<file path="src/rtl/pc_sequencer.sv">
// rtl/pc_sequencer.sv - program counter and instruction-fetch sequencer
module pc_sequencer #(
    parameter int              XLEN        = 32,
    parameter logic [XLEN-1:0] RESET_PC    = '0,
    parameter bit              ALIGN_CHECK = 1'b1
) (
    input  logic            clk,
    input  logic            rst,
    output logic            imem_req,
    output logic [XLEN-1:0] imem_addr,
    input  logic            imem_ack,
    input  logic [31:0]     imem_rdata,
    output logic [31:0]     inst,
    output logic            inst_valid,
    input  logic            exec_done,
    input  logic [1:0]      PcSrc,
    input  logic [XLEN-1:0] imm,
    input  logic [XLEN-1:0] alu_result,
    output logic [XLEN-1:0] pc,
    output logic [XLEN-1:0] pc_plus4,
    output logic            misalign,
    output logic            halted
);

    typedef enum logic [1:0] {
        BOOT  = 2'd0,
        FETCH = 2'd1,
        EXEC  = 2'd2,
        HALT  = 2'd3
    } state_t;

    localparam logic [XLEN-1:0] FOUR = {{(XLEN-3){1'b0}}, 3'b100};

    state_t          state, state_n;
    logic [XLEN-1:0] pc_n;
    logic [XLEN-1:0] target;
    logic            req_n;
    logic [31:0]     inst_n;
    logic            valid_n;
    logic            misalign_n;
    logic            halted_n;

    assign imem_addr = pc;
    assign pc_plus4  = pc + FOUR;

    // Next-PC candidate selected by the branch controller; jalr clears bit 0.
    always_comb begin
        target = pc_plus4;
        case (PcSrc)
            2'b00:   target = pc_plus4;
            2'b01:   target = pc + imm;
            2'b10:   target = {alu_result[XLEN-1:1], 1'b0};
            default: target = pc;
        endcase
    end

    // Next-state and next-output logic; every register holds unless its state says otherwise.
    always_comb begin
        state_n    = state;
        pc_n       = pc;
        req_n      = imem_req;
        inst_n     = inst;
        valid_n    = inst_valid;
        misalign_n = misalign;
        halted_n   = halted;
        case (state)
            BOOT: begin
                state_n = FETCH;
                req_n   = 1'b1;
            end
            FETCH: begin
                if (imem_ack) begin
                    inst_n  = imem_rdata;
                    valid_n = 1'b1;
                    req_n   = 1'b0;
                    state_n = EXEC;
                end
            end
            EXEC: begin
                if (exec_done) begin
                    if (ALIGN_CHECK && (target[1:0] != 2'b00)) begin
                        misalign_n = 1'b1;
                        halted_n   = 1'b1;
                        valid_n    = 1'b0;
                        req_n      = 1'b0;
                        state_n    = HALT;
                    end else begin
                        pc_n    = target;
                        valid_n = 1'b0;
                        req_n   = 1'b1;
                        state_n = FETCH;
                    end
                end
            end
            HALT: begin
                req_n   = 1'b0;
                valid_n = 1'b0;
            end
            default: begin
                state_n = BOOT;
                req_n   = 1'b0;
            end
        endcase
    end

    // State and output registers; reset wins over every other input.
    always_ff @(posedge clk) begin
        if (rst) begin
            state      <= BOOT;
            pc         <= RESET_PC;
            imem_req   <= 1'b0;
            inst       <= 32'd0;
            inst_valid <= 1'b0;
            misalign   <= 1'b0;
            halted     <= 1'b0;
        end else begin
            state      <= state_n;
            pc         <= pc_n;
            imem_req   <= req_n;
            inst       <= inst_n;
            inst_valid <= valid_n;
            misalign   <= misalign_n;
            halted     <= halted_n;
        end
    end

endmodule

</file>
<file path="config.mk">
export PLATFORM = sky130hd
export DESIGN_NAME = pc_sequencer
export DESIGN_NICKNAME = d
export VERILOG_FILES = /design/src/rtl/pc_sequencer.sv
export SDC_FILE = /design/constraint.sdc
export NUM_CORES = 1
export LEC_CHECK = 0
export CAP_MARGIN = 20
export CORE_ASPECT_RATIO = 0.75
export CORE_MARGIN = 3
export CORE_UTILIZATION = 30
export DETAILED_ROUTE_END_ITERATION = 6
export GPL_TIMING_DRIVEN = 0
export PLACE_DENSITY = 0.56
export RECOVER_POWER = 50
export SYNTH_ARGS = -nofsm -noshare
export SYNTH_HDL_FRONTEND = slang
export SYNTH_SLANG_ARGS = --single-unit
</file>
<file path="constraint.sdc">
create_clock -name clk -period 3.9 [get_ports clk]
set_input_delay 0.78 -clock clk [delete_from_list [all_inputs] [get_ports clk]]
set_output_delay 0.78 -clock clk [all_outputs]
set_load 0.02 [all_outputs]
</file>
## Word level (Yosys, flattened, before mapping)

Cells that the tools add are included.
Widths: inputs -> output; s select.

| word-level totals | value |
|---|---|
| ROM bits | 0 |
| bits of input ports | 102 |
| output and inout port bits | 132 |
| RAM bits | 0 |
| bits in latches | 0 |
| memories kept | 0 |
| register bits after elaboration | 69 |
| word-level logic and storage cells | 42 |

| operators by class | value |
|---|---|
| $lt $le $gt $ge | 0 |
| multipliers | 0 |
| bitwise logic cells | 1 |
| add/subtract/negate cells | 2 |
| reduce and logical (&&, ||, !) cells | 13 |
| shift operators | 0 |
| div/mod/pow operators | 0 |
| multiplexer cells | 12 |
| equality and inequality tests | 7 |

Operators by type and width:

| operator | count |
|---|---|
| $pmux 32 s3 | 1 |
| $add 32x3->32 const B | 1 |
| $add 32x32->32 | 1 |
| $reduce_and 3->1 | 4 |
| $reduce_bool 3->1 | 3 |
| $eq 2x2->1 const B | 3 |
| $mux 2 | 3 |
| $pmux 2 s3 | 1 |
| $mux 1 | 5 |
| $eq 2x1->1 const B | 2 |
| $logic_not 2->1 | 2 |
| $ne 2x2->1 const B | 2 |
| $pmux 1 s4 | 1 |
| $reduce_and 2->1 | 2 |
| $reduce_and 4->1 | 1 |
| $pmux 1 s3 | 1 |
| $reduce_bool 2->1 | 1 |
| $not 1->1 | 1 |

## Logic depth before layout (Yosys ltp)

Gate-level depths: netlist of run 1.

| depth | value |
|---|---|
| depth after elaboration | 6 |
| gate-level depth with buffers | 10 |
| mapped depth without buffers | 10 |

## Least setup slack after synthesis of run 1

No wires, ideal clock.

| timing path | value |
|---|---|
| kind | input-to-reg |
| start point | input imm[0] |
| end point | register pc[30], in the netlist imem_addr[30] |
| buffers on the path | 0 |
| arrival | 2.835 ns |
| data required time | 3.773 ns |
| library setup time | 0.127 ns |
| slack | 0.938 ns |
| stages | 10 |
| path through | ha_1 -> fa_1 -> a21oi_1 -> o21ai_1 -> a21oi_1 -> o211ai_2 -> a211o_1 -> nand3_1 -> a2111oi_0 -> or3_1 |

| on the way | value |
|---|---|
| longest elaborated chain between the ends | 5 |

RTL lines:

| item | RTL line | source |
|---|---|---|
| start: declaration | 17 | `input logic [XLEN-1:0] imm,` |
| $add 32x32->32 (*) | 51 | `2'b01: target = pc + imm;` |
| $pmux 32 s3 (*) | 49 | `case (PcSrc)` |
| $reduce_bool 2->1 | 81 | `if (ALIGN_CHECK && (target[1:0] != 2'b00)) begin` |
| $not 1->1 (no source line) | -- |  |
| $reduce_and 4->1 (no source line) | -- |  |
| end signal: assignment | 118 | `pc <= pc_n;` |
| end: declaration | 19 | `output logic [XLEN-1:0] pc,` |

Every way passes the cells marked *; elsewhere a longest branch is shown, timed or not.
A chain may end at the register's enable or synchronous reset.

## Final worst setup path of run 1

| timing path | value |
|---|---|
| start point | register pc[3], in the netlist imem_addr[3] |
| end point | output pc_plus4[22] |

| on the way | value |
|---|---|
| longest elaborated chain between the ends | 1 |

RTL lines:

| item | RTL line | source |
|---|---|---|
| $add 32x3->32 | 44 | `assign pc_plus4 = pc + FOUR;` |
| end: declaration | 20 | `output logic [XLEN-1:0] pc_plus4,` |

Every way passes these cells.

==> metrics, run 1 <==
setup TNS 0 ns; Worst R2R Path Depth 10; critical path's slowest cell clkdlybuf4s50_1; IO Port Bufs 230; worst slew slack as a fraction of its limit 37.6%; clk_skew 0.00662 ns; startpoint class of the critical path register; initial antenna violation count 0; VDD IR max just over 200 uV; kind of end point of the critical path primary output; final hold violation count 0; Cell variety after synth between 70 and 80; total wire length 23300 um; Pleak 3.70 nW; Starting Density 31.1%; met3 Resource Use GR 4.58%; Post-synth EDFFs 0; commonest non-fill, non-tap cell in the layout clkdlybuf4s50_1; routability cong. 0.958; DRT Pass-1 Iters 5; critical path class reg2out; met2 usage 31.5%; die height 127 um; actual slew at the worst max-slew pin 0.936 ns; final design instance area without fill around 0.0088 mm2; largest net degree at the start of global routing 14; number of global-route vias before repair 6167; die span in x 167 um; worst r2r src imem_addr[0]; min-delay src inst[21]; synthesized cell area 0.00586 mm2; grt met1 use 31.8%; buffer count from post-CTS setup fixing 0; Die Area 0.0213 mm2; FF-to-FF setup slack approximately 0.75 ns; Top Family by Delay on Critical Path simple AND/OR/NAND/NOR gates; # diodes 0; drt drc 0; Iter 0 DRT Violations 432; Nets 1155; area post-placement 0.00847 mm2; HPWL after DPL 18500 um; Hold Crit Class reg2reg; Yosys Warn Count 0; fmax 0.265 GHz; Final Power 2.30 mW; crit-path max cell delay 0.67 ns; Core ar. 0.0188 mm2; DR WL/cell 18.4 um; GRT overflow 0; CTS tree built; sequential share of the synthesized area 23.6%; cts repair resizes 0; cell repeated most along the worst path nor2_1; Inserted Clock Buffers 9; clk sinks between 60 and 70; GRT busiest layer met1; Hold Buf Count CTS 0; layout cells sized above 1 9.11%; Top Ports ~230; Hold WS 0.450 ns; Rows 43; Synth Instances 775; H-tree levels 3; crit-path cells ha_1, nand3_2, nor2_1, nand3_1, nor2_1, xor2_1, clkdlybuf4s50_1; synthesis-to-layout area growth 50.4%; crit share post-route 96.6%; status complete, no violations; RSZ-0062 raised after global routing no; fin. max-slew vios 0; top fanout value on the critical path 7; CP Data Required Time ~3.1 ns; Mean Syn Cell Area 7.56 um2; vias per std cell 5.13; critical path data arrival time 2.99 ns; placed cell count 1252; Clock Root Buffer clkbuf_16; later-pin clock latency in the skew report 0.34 ns; worst hold endpoint inst[21]; #FFs+latches synth 69; Reg clk slew, reported paths 0.06 ns; syn nets 914; most frequent cells in the layout clkdlybuf4s50_1 (161), nand2_1 (106), a21oi_1 (77), dfxtp_1 (68), dlygate4sd3_1 (67); Fill cells about 1900; crit path time final 3.77 ns; predominant post-synthesis flop cell dfxtp_1; WP buf/inv 1; Max Cap Violations 0; via count 6511; terminus of the critical flop-to-flop path imem_addr[24]; ys async rst share 0%; first-pass GRT wire length 35900 um; CTS Buffer Depth 2; Setup-failing EPs final 0; post-route ant nets 0; Hold Path Cell Cnt 2; Non-Filler Instances 1268; total track usage 21.2%; Power Density 261 mW/mm2
==> cells in the mapped netlist, types with 9 or more instances <==
library cell	number	area (um2)
a21o_1	17	128
o221ai_1	9	78.8
o21ai_0	33	165
a21oi_1	77	385
buf_4	37	278
a31oi_1	12	75.1
xor2_1	16	140
nand4_1	10	62.6
dfxtp_1	69	1380
a211oi_1	9	67.6
and3_1	9	56.3
mux2i_1	23	230
nand2_1	106	398
nand3_1	20	100
clkbuf_1	24	90.1
xnor2_1	30	263
nor2_1	64	240
inv_1	18	67.6
nor3_1	15	75.1
ha_1	36	450
==> cell type report <==
cell class,instances,area [um2],area share [%]
Tap cell,247,309,3.51
Buffer,75,468,5.31
Inverter,18,67.6,0.767
Clock inverter,7,123,1.39
Sequential cell,69,1380,15.7
Multi-Input combinational cell,613,3930,44.6
Clock buffer,9,225,2.56
Timing Repair Buffer,230,2310,26.2
==> logic make-up after synthesis <==
group / synth area share, %
flops: 23.6
compound gates: 25.0
mux: 4.31
buf+inv: 9.31
fa+ha+maj: 8.03
simple gates: 22.9
xor+xnor: 6.88
==> power breakdown <==
group	total [mW]	switching [mW]	internal [mW]	leakage, nW
combinational	0.564	0.301	0.263	2.97
sequential	0.770	0.0276	0.742	0.560
clock	0.967	0.339	0.628	0.162
==> worst reg2reg max path, delay by kind of cell (launching register included) <==
family | cells | cell delay (ns)
fa+ha+maj | 2 | 0.71
compound gates | 8 | 1.94
flops | 1 | 0.38
==> registers in the layout, indices dropped and copies added (netlist names) <==
name	count
halted	1
state	2
inst_valid	1
imem_addr	32
inst	32
imem_req	1
==> metrics by stage <==
stage          worst slack, ns  utilization (%)
2_1_floorplan            0.938                -
3_3_place_gp            0.0281             45.0
3_5_place_dp            0.0206             45.0
4_1_cts                0.00846             46.8
5_1_grt                 0.0201             46.8
6_report                 0.133             46.8
==> metal layers <==
metal / vias up / routed length, um
met5: - / 0
met4: 0 / 225
met3: 19 / 1730
met2: 267 / 9860
met1: 2989 / 11500
li1: 3236 / -
==> how the worst max path moves through the flow <==
| stage | from | to | slack [ns] | depth (start not counted) |
|---|---|---|---|---|
| 3_3_place_gp | imm[0] | imem_addr[30] | 0.03 | 11 |
| 3_5_place_dp | imm[0] | imem_addr[24] | 0.02 | 11 |
| 4_1_cts | imem_addr[2] | pc_plus4[26] | 0.008 | 7 |
| 2_1_floorplan | imm[0] | imem_addr[30] | 0.94 | 10 |
| 5_1_grt | imem_addr[9] | pc_plus4[31] | 0.02 | 6 |
| 6_report | imem_addr[3] | pc_plus4[22] | 0.13 | 7 |
No activity file was read; power rests on OpenSTA's default activity.
==> run 2, diff against run 1 <==
--- a/config.mk
+++ b/config.mk
@@ -13,6 +13,8 @@
 export GPL_TIMING_DRIVEN = 0
 export PLACE_DENSITY = 0.56
 export RECOVER_POWER = 50
+export SKIP_CTS_REPAIR_TIMING = 1
+export SLEW_MARGIN = 40
 export SYNTH_ARGS = -nofsm -noshare
 export SYNTH_HDL_FRONTEND = slang
 export SYNTH_SLANG_ARGS = --single-unit
==> metrics, run 2 (synthesized netlist as in run 1, its figures left out) <==
Rows 43 (unchanged); crit-path max cell delay 0.67 ns (about the same); CTS tree built; DR WL/cell 18.4 um (+0.12%); Top Ports 234 (unchanged); kind of end point of the critical path primary output; CP Data Required Time 3.12 ns (about the same); most frequent cells in the layout clkdlybuf4s50_1 (161), nand2_1 (106), a21oi_1 (77), dfxtp_1 (68), dlygate4sd3_1 (67); crit share post-route 97.1% (+0.46 points); RSZ-0062 raised after global routing no; Core ar. 0.0188 mm2 (unchanged); worst r2r src imem_addr[0]; VDD IR max 205 uV (+0.92%); top fanout value on the critical path 7 (unchanged); DRT Pass-1 Iters 5 (unchanged); setup TNS 0 ns (unchanged); H-tree levels 3 (unchanged); Top Family by Delay on Critical Path simple AND/OR/NAND/NOR gates; fmax 0.264 GHz (-0.47%); Clock Root Buffer clkbuf_16; Final Power 2.30 mW (about the same); startpoint class of the critical path register; Hold Crit Class reg2reg; critical path data arrival time 3.01 ns (+0.02 ns); total wire length 23400 um (+0.12%); worst slew slack as a fraction of its limit 44.3% (+6.7 points); commonest non-fill, non-tap cell in the layout clkdlybuf4s50_1; HPWL after DPL 18500 um (unchanged); status complete, no violations; initial antenna violation count 0 (unchanged); die span in x 167 um (unchanged); Iter 0 DRT Violations 473 (+9.5%); vias per std cell 5.13 (-0.17%); clk_skew 0.00610 ns (-0.000521 ns); critical path class reg2out; Inserted Clock Buffers 9 (unchanged); # diodes 0 (unchanged); Reg clk slew, reported paths 0.06 ns (about the same); actual slew at the worst max-slew pin 0.835 ns (-0.101 ns); final hold violation count 0 (unchanged); number of global-route vias before repair 6150 (-0.28%); layout cells sized above 1 9.21% (+0.098 points); WP buf/inv 1 (unchanged); GRT overflow 0 (unchanged); Die Area 0.0213 mm2 (unchanged); post-route ant nets 0 (unchanged); Nets 1155 (unchanged); CTS Buffer Depth 2 (unchanged); routability cong. 0.958 (unchanged); Power Density 261 mW/mm2 (about the same); later-pin clock latency in the skew report 0.34 ns (about the same); synthesis-to-layout area growth 50.5% (about the same); drt drc 0 (unchanged); min-delay src inst[21]; critical path's slowest cell clkdlybuf4s50_1; first-pass GRT wire length 35900 um (about the same); CP startpoint imem_addr[3]; Max Cap Violations 0 (unchanged); via count 6500 (-0.17%); crit path time final 3.79 ns (+0.0179 ns); largest net degree at the start of global routing 14 (unchanged); Setup-failing EPs final 0 (unchanged); clk sinks 69 (unchanged); crit-path cells ha_1, nand3_2, nor2_1, nand3_1, nor2_1, xor2_1, clkdlybuf4s50_1; Pleak 3.70 nW (about the same); die height 127 um (unchanged); fin. max-slew vios 0 (unchanged); Starting Density 31.1% (unchanged); total track usage 21.2% (+0.026 points); cell repeated most along the worst path nor2_1; IO Port Bufs 230 (unchanged)
[run 2: cell counts in the layout (fill, tap and decap cells not counted)]
No cell type changed its count.
[run 2: path summary, 6_finish.rpt]
check	to	slack (ns)	cells past startpoint
max	pc_plus4[22]	0.11	7
min	inst[21]	0.45	2
max reg2reg	imem_addr[24]	0.75	10
min reg2reg	inst[21]	0.45	2
[run 2: tightest hold or removal path: cells and delay by family (launching register included)]
kind	cells	cell delay, ns
simple gates	1	0.05
flops	1	0.30
compound gates	1	0.05
[run 2: through the flow]
step	setup slack (ns)	util [%]	hold slack, ns	cell area (um2)	std cells
floorplan	0.938	-	0.511	5860	775
global placement	0.0281	45.0	0.443	8470	1252
detailed placement	0.0206	45.0	0.447	8470	1252
CTS	0.00846	46.8	0.456	8820	1268
global route	0.0187	46.8	0.477	8820	1268
finish	0.115	46.8	0.450	8820	1268
[run 2: report_power, final]
part	total (mW)	switching, mW	leakage, nW	internal [mW]
combinational	0.564	0.301	2.98	0.263
clock	0.967	0.339	0.162	0.628
sequential	0.770	0.0276	0.560	0.742
total	2.30	0.668	3.70	1.63
[run 2: final cells by class]
class	count	area, um2
Buffer	75	469
Clock buffer	9	225
Clock inverter	7	123
Fill cell	1914	10000
Inverter	18	67.6
Multi-Input combinational cell	613	3930
Sequential cell	69	1380
Tap cell	247	309
Timing Repair Buffer	230	2310
[run 2: metal layers]
layer,wire length [um],GRT usage [%],up-vias
li1,-,-,3240
met1,11600,31.7,2973
met2,9830,31.6,265
met3,1700,4.92,22
met4,254,3.61,0
met5,0,0,-
